===== src/rtl/cpu_pkg.sv =====
// Shared CPU definitions used by the fetch/decode datapath.
// Holds the word width, the nop encoding and the fetch-queue entry type.
package cpu_pkg;

    localparam int unsigned XLEN     = 32;
    localparam logic [31:0] NOP_INST = 32'h00000000;

    typedef struct packed {
        logic [XLEN-1:0] pc;
        logic [XLEN-1:0] inst;
    } fq_entry_t;

endpackage


===== src/rtl/inst_fetch_queue.sv =====
// Instruction queue between fetch and decode.
// A small FIFO of {pc, inst} entries that decode drains. flush discards every entry.
module inst_fetch_queue
    import cpu_pkg::*;
#(
    parameter int unsigned DEPTH = 4,
    parameter int unsigned XLEN  = 32
) (
    input  logic                     clk,
    input  logic                     rst,
    input  logic                     flush,
    input  logic                     in_valid,
    output logic                     in_ready,
    input  logic [XLEN-1:0]          in_pc,
    input  logic [XLEN-1:0]          in_inst,
    output logic                     out_valid,
    input  logic                     out_ready,
    output logic [XLEN-1:0]          out_pc,
    output logic [XLEN-1:0]          out_inst,
    output logic [$clog2(DEPTH):0]   count
);

    localparam int unsigned PtrW = $clog2(DEPTH);
    localparam int unsigned CntW = PtrW + 1;

    fq_entry_t       mem [DEPTH];
    logic [PtrW-1:0] wr_ptr;
    logic [PtrW-1:0] rd_ptr;
    logic            push;
    logic            pop;

    // Full/empty depend only on count, so out_ready never reaches in_ready.
    assign in_ready  = (count != CntW'(DEPTH));
    assign out_valid = (count != '0);
    assign push      = in_valid & in_ready;
    assign pop       = out_valid & out_ready;

    always_ff @(posedge clk) begin
        if (push && !flush) begin
            mem[wr_ptr] <= '{pc: in_pc, inst: in_inst};
        end
    end

    always_ff @(posedge clk or posedge rst) begin
        if (rst) begin
            wr_ptr <= '0;
            rd_ptr <= '0;
            count  <= '0;
        end else if (flush) begin
            wr_ptr <= '0;
            rd_ptr <= '0;
            count  <= '0;
        end else begin
            if (push) wr_ptr <= wr_ptr + PtrW'(1);
            if (pop)  rd_ptr <= rd_ptr + PtrW'(1);
            unique case ({push, pop})
                2'b10:   count <= count + CntW'(1);
                2'b01:   count <= count - CntW'(1);
                default: count <= count;
            endcase
        end
    end

    always_comb begin
        out_pc   = '0;
        out_inst = NOP_INST;
        if (out_valid) begin
            out_pc   = mem[rd_ptr].pc;
            out_inst = mem[rd_ptr].inst;
        end
    end

    a_count_bound : assert property (@(posedge clk) disable iff (rst)
        count <= CntW'(DEPTH));

    a_head_stable : assert property (@(posedge clk) disable iff (rst)
        (out_valid && !out_ready && !flush)
            |=> (out_valid && $stable(out_pc) && $stable(out_inst)));

endmodule


===== config.mk =====
export PLATFORM = sky130hd
export DESIGN_NAME = inst_fetch_queue
export DESIGN_NICKNAME = d
export VERILOG_FILES = /design/src/rtl/cpu_pkg.sv /design/src/rtl/inst_fetch_queue.sv
export SDC_FILE = /design/constraint.sdc
export NUM_CORES = 1
export LEC_CHECK = 0
export ABC_AREA = 1
export CORE_ASPECT_RATIO = 1.75
export CORE_MARGIN = 2
export CORE_UTILIZATION = 30
export DETAILED_ROUTE_END_ITERATION = 8
export MAX_ROUTING_LAYER = met4
export PLACE_DENSITY = 0.52
export REMOVE_ABC_BUFFERS = 1
export SYNTH_ARGS = -nofsm -noshare
export SYNTH_HDL_FRONTEND = slang
export SYNTH_SLANG_ARGS = --single-unit

===== constraint.sdc =====
create_clock -name clk -period 4.7 [get_ports clk]
set_input_delay 0.705 -clock clk [delete_from_list [all_inputs] [get_ports clk]]
set_output_delay 0.705 -clock clk [all_outputs]
set_load 0.02 [all_outputs]

==> results.txt <==
----------------------------------------------------
[Run status]
  Outcome ... finished, final reports clean

[Place]
  Standard cell area after detailed placement ... 12200 um^2
  Post-detail-place hpwl ... 14500 um
  Minimum setup slack after placement ... 1270 ps
  Count of port buffers added during placement ... 137
  Gp weighted congestion ... 0.720

[CTS]
  Number of clock buffers inserted by TritonCTS ... 23
  TritonCTS clock tree ... built
  Post-CTS resize count ... 0
  Root buf cell ... clkbuf_16
  Clock Latency Late Sink ... 520 ps
  Clock tree sinks ... 263
  Total setup buffers inserted after CTS ... 0
  Hold-fix buffers, CTS ... 0
  CTS H-tree depth ... 1
  Maximum root-to-sink buffer count ... 3
  Worst-path clk slew ... around 70 ps

[Yosys]
  Leading post-synthesis cells by cell area ... edfxtp_1 (74%), nor2_1 (9.5%), o21ai_0 (6.1%)
  Warnings, synthesis ... 0
  Number of enable-type register cells in the synthesized netlist ... 256
  Sequential cell area fraction in the yosys report ... between 70 and 80%
  Avg Cell Area, Syn ... 12.7 um^2
  Cell type with the highest aggregate area in the netlist ... edfxtp_1
  Area share of the largest cell type after synthesis ... 74.3%
  Share of synthesized registers carrying an async set or reset ... 2.66%
  Post-Synthesis Cells ... between 800 and 900
  Number of register bits inferred by synthesis ... 263
  Synth top cells by count ... nor2_1 (261), edfxtp_1 (256), o21ai_0 (127)
  Count of distinct cell types in the synthesized netlist ... 22
  Netlist area before placement ... 10400 um^2
  Most frequently used flop master after synthesis ... edfxtp_1
  Dominant cell by count in the synthesized netlist ... nor2_1

[Timing]
  Setup repair after global routing missed its margin ... false
  Count of final setup violators ... 0
  Setup ws final ... 793 ps
  Maximum clock frequency ... between 200 and 300 MHz
  Period utilisation layout ... 83.1%
  Remaining max-slew budget at the tightest pin ... 33.4%
  Final number of hold-violating endpoints ... 0
  Setup TNS Final ... 0 ps
  Worst Max-Slew Pin Slew ... 999 ps
  Final number of max-transition violations ... 0
  Fin crit period ... 3910 ps
  Maximum clock skew at final layout ... 9.81 ps

[Floorplanning]
  Die Height ... between 200 and 250 um
  Placement Rows ... 90
  Total die area ... 36100 um^2
  Placeable core region ... ~34000 um^2
  DIE WIDTH ... around 140 um
  Top-level I/O count ... 138
  Initial core utilization ... 30.2%

[Detailed routing]
  Post-detailed-route wirelength per cell ... around 18 um
  DRT Wirelength ... about 25000 um
  Vias ... roughly 6600
  Initial drt markers ... 394
  Vias per cell ... 4.59
  Post-route DRC ... 0
  Post-DRT Antenna Nets ... 0
  Count of TritonRoute iterations in the first routing pass ... 6

[Cells and area]
  Fraction of layout instances using a drive strength above 1 ... approximately 6.6%
  Final nets ... 1021
  Synth-to-layout area growth ... 25.5%
  Finished layout cell area ... 13000 um^2

[Setup path]
  Category of the critical setup timing path ... register to output port
  Crit end category ... output port
  R2R cell count ... 7
  Element type at the critical path start ... register
  Reg-to-reg setup timing slack ... between 2000 and 2500 ps
  Terminus of the critical flop-to-flop path ... mem[2][41]
  Worst path arrival time ... 3200 ps
  Data required, critical path ... 3990 ps
  Critical path peak fanout ... 57
  FF-to-FF Start ... count[0]

[Run]
  Count of maximum capacitance violations ... 0

[GRT]
  Total routing resource utilization after global routing ... 14.3%
  Antenna violations before repair ... 3
  Maximum number of pins on one net before global-route repair ... 65
  Vias in the first global route ... 6648
  GR Overflow Total ... 0
  Global-route wire length before repair ... 37800 um

[Pwr]
  Largest vdd supply drop ... 0.394 mV
  P per Cell Area ... 570 nW/um^2
  Leakage power figure ... 4.33 nW
  Total power consumption of the routed design ... 0.00740 W

[Hold path]
  Type of the worst min-delay path ... input port to asynchronous set/reset pin

----------------------------------------------------
stage by stage:
step	util [%]	cells	hold slack, ps
final	37.9	1426	432
after global routing	37.9	1426	455
after CTS	37.9	1423	416
after detailed placement	35.7	1382	564
after global placement	35.7	1382	573
after floorplan	-	770	508
routing by layer:
metal	vias to the layer above	routed length, um	track usage (%)
li1	3146	-	-
met1	3247	9950	16.0
met2	133	13600	25.5
met3	26	999	2.05
met4	0	650	5.13
met5	-	0	-
layout make-up:
| cell class | instances | area, um^2 |
|---|---|---|
| Clock buffer | 31 | 646 |
| Tap cell | 460 | 576 |
| Inverter | 16 | 61.3 |
| Clock inverter | 10 | 128 |
| Sequential cell | 263 | 7870 |
| Fill cell | 3347 | 21200 |
| Antenna cell | 3 | 7.51 |
| Multi-Input combinational cell | 491 | 2190 |
| Timing Repair Buffer | 152 | 1510 |
state kept, by name, summed over array words and instances, names as in the netlist:
| name | count |
|---|---|
| rd_ptr | 2 |
| wr_ptr | 2 |
| mem | 256 |
| count | 3 |
worst max-delay path, cell delays in order (launching register included):
cell	delay (ps)
dfrtp_4	630
clkinv_2	490
buf_12	310
o21ai_0	130
a21oi_1	390
clkdlybuf4s50_1	690
cells by family after synthesis:
group                      after synthesis  share of synthesized area [%]
and+or+nand+nor                        287                           10.6
DFF                                    263                           75.9
AOI/OAI and AO/OA                      198                           9.57
buffers and inverters                   64                           3.14
adders and majority gates                5                          0.677
xor gates and xnor gates                 1                         0.0846
power by group:
part | internal (W) | total [W] | switching (W)
Clock | 0.00113 | 0.00195 | 0.000816
Sequential | 0.00271 | 0.00279 | 0.0000729
Combinational | 0.00101 | 0.00267 | 0.00166
how the worst max path moves through the flow:
stage / from / endpoint / slack, ps / cells after the start
final: rd_ptr[0] / out_pc[29] / 790 / 5
after global routing: rd_ptr[0] / out_inst[15] / 560 / 5
after CTS: rd_ptr[0] / out_pc[4] / 700 / 5
after detailed placement: rd_ptr[0] / out_pc[4] / 1270 / 5
after global placement: rd_ptr[0] / out_pc[4] / 1300 / 5
after floorplan: rd_ptr[0] / out_inst[0] / -30 / 3
layout by cell type, fill, tap and decap left out, drive strengths merged:
cell type      synthesis  layout
nand2                 19      19
xnor2                  1       1
inv                   15      14
bufinv                 0       3
clkbuf                12      31
ha                     4       4
clkdlybuf4s50          0     137
nor2                 262     262
nand3                  5       5
diode                  0       3
o21ai                131     131
dfrtp                  7       7
clkinv                 1       8
buf                   36      15
nand3b                 1       1
fa                     1       1
edfxtp               256     256
clkinvlp               0       1
a21oi                 67      67
Power figures use the tool's default switching activity.
